===== src/rtl/game_tick_sched.sv =====
// game_tick_sched: clk-domain tick/update scheduler with serve countdown, pause and overrun count; AUTO_SPEEDUP_EN adds a speed ramp
module game_tick_sched #(
   parameter int BASE_DELAY = 2500000,
   parameter int CNT_W      = 32,
   parameter int COUNTDOWN  = 3,
   parameter int RAMP_TICKS = 64
) (
   input  logic       clk,
   input  logic       reset,
   input  logic       start,
   input  logic       stop,
   input  logic       pause_tgl,
   input  logic [1:0] speed,
   input  logic       upd_ack,
   output logic       tick,
   output logic       upd_req,
   output logic [1:0] state,
   output logic [3:0] cd_val,
   output logic [7:0] missed,
   output logic [1:0] speed_eff
);
   typedef enum logic [1:0] {IDLE = 2'b00, SERVE = 2'b01, RUN = 2'b10, PAUSE = 2'b11} state_t;
   localparam int CD_SAFE = (COUNTDOWN < 1 || RAMP_TICKS < 1) ? 1 : COUNTDOWN;
   localparam logic [CNT_W-1:0] BASE = CNT_W'(BASE_DELAY);
   localparam logic [3:0] CD_INIT = 4'(CD_SAFE);
   state_t state_q, state_d;
   logic [CNT_W-1:0] cnt_q, cnt_d, per_raw, per_m1;
   logic tick_q, tick_d, req_q, req_d, at_end;
   logic [3:0] cd_q, cd_d;
   logic [7:0] missed_q, missed_d;
   logic [1:0] spd_q, spd_d;
   assign per_raw = BASE >> {spd_q, 1'b0};
   assign per_m1  = (per_raw == '0) ? '0 : per_raw - CNT_W'(1);
   assign at_end  = cnt_q >= per_m1;
`ifdef AUTO_SPEEDUP_EN
   localparam int RW = (RAMP_TICKS > 1) ? $clog2(RAMP_TICKS) : 1;
   logic [RW-1:0] rcnt_q, rcnt_d;
   logic [1:0] ramp_q, ramp_d;
   // ramp level climbs every RAMP_TICKS run ticks and restarts with each serve
   always_comb begin
      rcnt_d = rcnt_q;
      ramp_d = ramp_q;
      if (state_d == SERVE && state_q != SERVE) begin
         rcnt_d = '0;
         ramp_d = 2'd0;
      end else if (state_q == RUN && state_d == RUN && at_end) begin
         rcnt_d = (rcnt_q == RW'(RAMP_TICKS - 1)) ? '0 : rcnt_q + RW'(1);
         ramp_d = (rcnt_q == RW'(RAMP_TICKS - 1) && ramp_q != 2'd3) ? ramp_q + 2'd1 : ramp_q;
      end
   end
   assign spd_d = (ramp_d > speed) ? ramp_d : speed;
   // ramp state registers
   always_ff @(posedge clk or posedge reset)
      if (reset) begin
         rcnt_q <= '0;
         ramp_q <= 2'd0;
      end else begin
         rcnt_q <= rcnt_d;
         ramp_q <= ramp_d;
      end
`else
   assign spd_d = speed;
`endif
   // next-state: control pulses first (stop > start > pause), otherwise count toward the next tick
   always_comb begin
      state_d  = state_q;
      cnt_d    = cnt_q;
      tick_d   = 1'b0;
      req_d    = req_q && !upd_ack;
      cd_d     = cd_q;
      missed_d = missed_q;
      if (stop && (state_q == RUN || state_q == PAUSE)) begin
         state_d = SERVE;
         cnt_d   = '0;
         req_d   = 1'b0;
         cd_d    = CD_INIT;
      end else if (start && state_q == IDLE) begin
         state_d = SERVE;
         cnt_d   = '0;
         cd_d    = CD_INIT;
      end else if (pause_tgl && state_q == RUN) begin
         state_d = PAUSE;
      end else if (pause_tgl && state_q == PAUSE) begin
         state_d = RUN;
      end else if (state_q == SERVE || state_q == RUN) begin
         cnt_d  = at_end ? '0 : cnt_q + CNT_W'(1);
         tick_d = at_end;
         if (at_end && state_q == SERVE) begin
            cd_d    = cd_q - 4'd1;
            state_d = (cd_q == 4'd1) ? RUN : SERVE;
         end
         if (at_end && state_q == RUN) begin
            req_d    = 1'b1;
            missed_d = (req_q && !upd_ack && missed_q != 8'hff) ? missed_q + 8'd1 : missed_q;
         end
      end
   end
   // state registers with asynchronous reset
   always_ff @(posedge clk or posedge reset)
      if (reset) begin
         state_q  <= IDLE;
         cnt_q    <= '0;
         tick_q   <= 1'b0;
         req_q    <= 1'b0;
         cd_q     <= 4'd0;
         missed_q <= 8'd0;
         spd_q    <= 2'd0;
      end else begin
         state_q  <= state_d;
         cnt_q    <= cnt_d;
         tick_q   <= tick_d;
         req_q    <= req_d;
         cd_q     <= cd_d;
         missed_q <= missed_d;
         spd_q    <= spd_d;
      end
   assign tick      = tick_q;
   assign upd_req   = req_q;
   assign state     = state_q;
   assign cd_val    = cd_q;
   assign missed    = missed_q;
   assign speed_eff = spd_q;
endmodule


===== config.mk =====
export PLATFORM = sky130hd
export DESIGN_NAME = game_tick_sched
export DESIGN_NICKNAME = d
export VERILOG_FILES = /design/src/rtl/game_tick_sched.sv
export SDC_FILE = /design/constraint.sdc
export NUM_CORES = 1
export LEC_CHECK = 0
export BUFFER_PORTS_ARGS = -buffer_cell sky130_fd_sc_hd__buf_2
export CAP_MARGIN = 20
export CORE_MARGIN = 10
export CORE_UTILIZATION = 65
export CTS_CLUSTER_DIAMETER = 80
export DETAILED_ROUTE_END_ITERATION = 7
export GPL_TIMING_DRIVEN = 0
export PLACE_DENSITY = 0.94
export SYNTH_ARGS = -nofsm -noshare
export SYNTH_HDL_FRONTEND = slang
export SYNTH_SLANG_ARGS = --single-unit

===== constraint.sdc =====
create_clock -name clk -period 7.48 [get_ports clk]
set_clock_uncertainty 0.15 [all_clocks]
set_input_delay 0.748 -clock clk [delete_from_list [all_inputs] [get_ports clk]]
set_output_delay 0.748 -clock clk [all_outputs]
set_load 0.05 [all_outputs]

==> qor.txt <==
===============================================================================
Outcome                                                               completed
Static power due to leakage                                          0.00190 µW
Maximum number of pins on one net before global-route repair                 41
Period minus WS final                                                   3280 ps
GRT overflow                                                                  0
Cell class contributing the biggest share of worst-path delay      compound AO/OA/AOI/OAI gates
Buffers & Inverters on Critical Path                                          3
Post-synthesis sequential element count                                      50
Floorplan die height                                                    91.9 µm
Clock-pin transition on the worst setup and hold timing paths             90 ps
DRT iter0 DRCs                                                              106
Row Count                                                                    26
Share of the yosys chip area belonging to registers                       37.3%
Kind of start point of the critical path                              flip-flop
Maximum frequency from static timing analysis                         0.305 GHz
Post-detail-place hpwl                                                  5580 µm
First-pass GRT wire length                                            12,700 µm
Maximum capacitance violations                                                0
Number of top-level design ports                                             26
Final cycle utilization of the critical path                              43.8%
Count of nets left with antenna violations after detail routing               0
Core area                                                              5040 µm²
Data arrival at the endpoint of the critical path                       3370 ps
Level count of the clock H-tree                                               2
Summed instance area of the synthesized netlist                        3360 µm²
Power Dens Cells                                                     156 nW/µm²
Number of endpoints with negative hold slack in the final report              0
CTS tree                                                                    yes
Max-Slew Margin vs Limit                                                  59.0%
Worst skew pair latency                                                  310 ps
Hold WC Path Type                                                  input pin to async pin
Number of iterations in the first detailed-routing pass                       5
Clock buffers created by TritonCTS                                            5
Via density                                                                5.96
Yosys warns                                                                   0
Total length of routed wires                                            7230 µm
Critical path's largest stage delay                                      560 ps
Via count of the first global-routing pass                                2,805
DIE AREA                                                               8440 µm²
Final setup viols                                                             0
Fraction of registers with async set or reset after synthesis              100%
Routability congestion estimate from global placement                     0.840
Max Fanout on Critical Path                                                  10
Final Worst Setup Slack                                                 4200 ps
CTS Root Buffer Type                                                   clkbuf_8
Critical setup path kind                                           flip-flop to flip-flop
Cell chain of the critical path                                    inv_1 > ha_1 > inv_1 > ha_1 > a21oi_1 > o21ai_1 > a221oi_1 > o211ai_2 > nor2_4 > o21ai_2 > buf_2 > nor2_1
Die width                                                               91.9 µm
Slew of the pin with the lowest slew margin                              614 ps
Relative area change from synthesis to final layout                       10.8%
Buffers on Ports                                                             25
Count of unresolved DRC violations after routing                              0
Number of enable flip-flop cells after synthesis                              0
Overall track demand over capacity in global routing                      17.7%
Layout fillers                                                              315
Slowest CP cell                                                         dfrtp_1
Req. time, crit path                                                    7570 ps
CTS Buffer Depth                                                              2
Mean post-synth cell area                                              9.73 µm²
Routed wire per std cell                                                15.7 µm
Worst Setup End Kind                                                  flip-flop
Number of library cell types mapped by synthesis                             51
Initial standard-cell utilization of the core                             66.6%
Number of antenna cells inserted                                              0
DP Worst Slack                                                          4220 ps
Number of post-CTS setup repair buffers                                       0
Synthesized instance count                                                  345
Total of cells resized after clock tree synthesis                             0
Initial antenna violation count                                               0
Top library cells by usage in the layout, fill and taps aside      dfrtp_1, ha_1, nor2_1, nand2_1, buf_2
Top_reg_cell synth                                                      dfrtp_1
Setup TNS                                                                  0 ps
Leading cell type in the layout, fill and taps excluded                 dfrtp_1
Quantity of hold-fixing buffers added after cts                               0
Total Nets Final                                                            441
Number of clock sinks                                                        50
Worst IR drop on VDD                                                     124 µV
Via count                                                                 2,737
Share of cells above drive strength 1                                     14.1%
Fin. max-slew vios                                                            0
Unrepaired setup endpoints after global routing                           false
===============================================================================
synth_stat cells, types with 3 or more instances:
library cell / instances / area [µm²]
dfrtp_1: 50 / 1250
nor3_1: 10 / 50.1
a221o_1: 3 / 30.0
or3_1: 3 / 18.8
nand4_1: 12 / 75.1
and4_1: 3 / 26.3
and2_1: 3 / 18.8
ha_1: 45 / 563
xor2_1: 22 / 193
inv_1: 21 / 78.8
a31oi_1: 3 / 18.8
nand2_1: 31 / 116
nand3_2: 4 / 40.0
nand3_1: 17 / 85.1
and3_1: 8 / 50.1
xnor2_1: 13 / 114
nor2_1: 38 / 143
a21oi_1: 17 / 85.1
a21o_1: 3 / 22.5
final timing paths:
kind                            depth (start not counted)              startpoint                endpoint  slack, ps
worst max-delay path                                   12  speed_eff[0]$_DFF_PP0_    cnt_q[8]$_DFFE_PP0P_       4200
worst min-delay path                                    2                   reset   cd_val[1]$_DFFE_PP0P_        210
worst max register to register                         12  speed_eff[0]$_DFF_PP0_    cnt_q[8]$_DFFE_PP0P_       4200
worst min register to register                          1   missed[7]$_DFFE_PP0P_   missed[7]$_DFFE_PP0P_        370
max in group asynchronous                               3                   reset  speed_eff[0]$_DFF_PP0_       6470
min in group clk                                        1   missed[7]$_DFFE_PP0P_   missed[7]$_DFFE_PP0P_        370
per-layer routing:
metal	wire length, µm	up-vias	GRT usage, %
met5	0	-	0
met4	101	0	4.37
met3	290	13	3.50
met2	3830	88	32.7
met1	3000	1339	20.3
li1	-	1297	-
cells by family (layout without fill, tap and decap cells):
family	after synthesis	in the layout	synth area share, %
other	1	11	0.112
muxes	1	1	0.335
adders and majority gates	45	45	16.8
buffers and inverters	24	58	2.98
AOI/OAI and AO/OA	47	47	11.3
DFF	50	50	37.3
and+or+nand+nor	142	142	22.1
xor gates and xnor gates	35	35	9.13
through the flow:
stage	area (µm²)	hold slack, ps	total power [µW]	cells	utilization [%]
floorplan	3390	361	386	355	-
global placement	3610	335	409	450	71.5
detailed placement	3630	349	420	451	71.9
CTS	3720	221	582	459	73.7
global route	3720	213	609	459	73.7
finish	3720	213	581	459	73.7
flip-flops by register name (all words and copies together), names as in the netlist:
| name | flops |
|---|---|
| state | 2 |
| upd_req | 1 |
| cd_val | 4 |
| cnt_q | 32 |
| tick | 1 |
| missed | 8 |
| speed_eff | 2 |
layout make-up:
class | count | area [µm²] | area share [%]
tap | 70 | 87.6 | 2.36
multi-input combinational | 281 | 2040 | 54.9
inverter | 21 | 78.8 | 2.12
clock inverter | 1 | 5.00 | 0.135
buffer | 3 | 21.3 | 0.572
timing repair buffer | 26 | 145 | 3.90
clock buffer | 7 | 86.3 | 2.32
sequential | 50 | 1250 | 33.6
power by group:
group          switching (µW)  total [µW]  internal, µW  leakage (µW)
sequential               27.6         313           285      0.000666
combinational            62.9         105          42.3       0.00118
clock                    88.3         163          74.8     0.0000482
(Power assumes the default switching activity.)
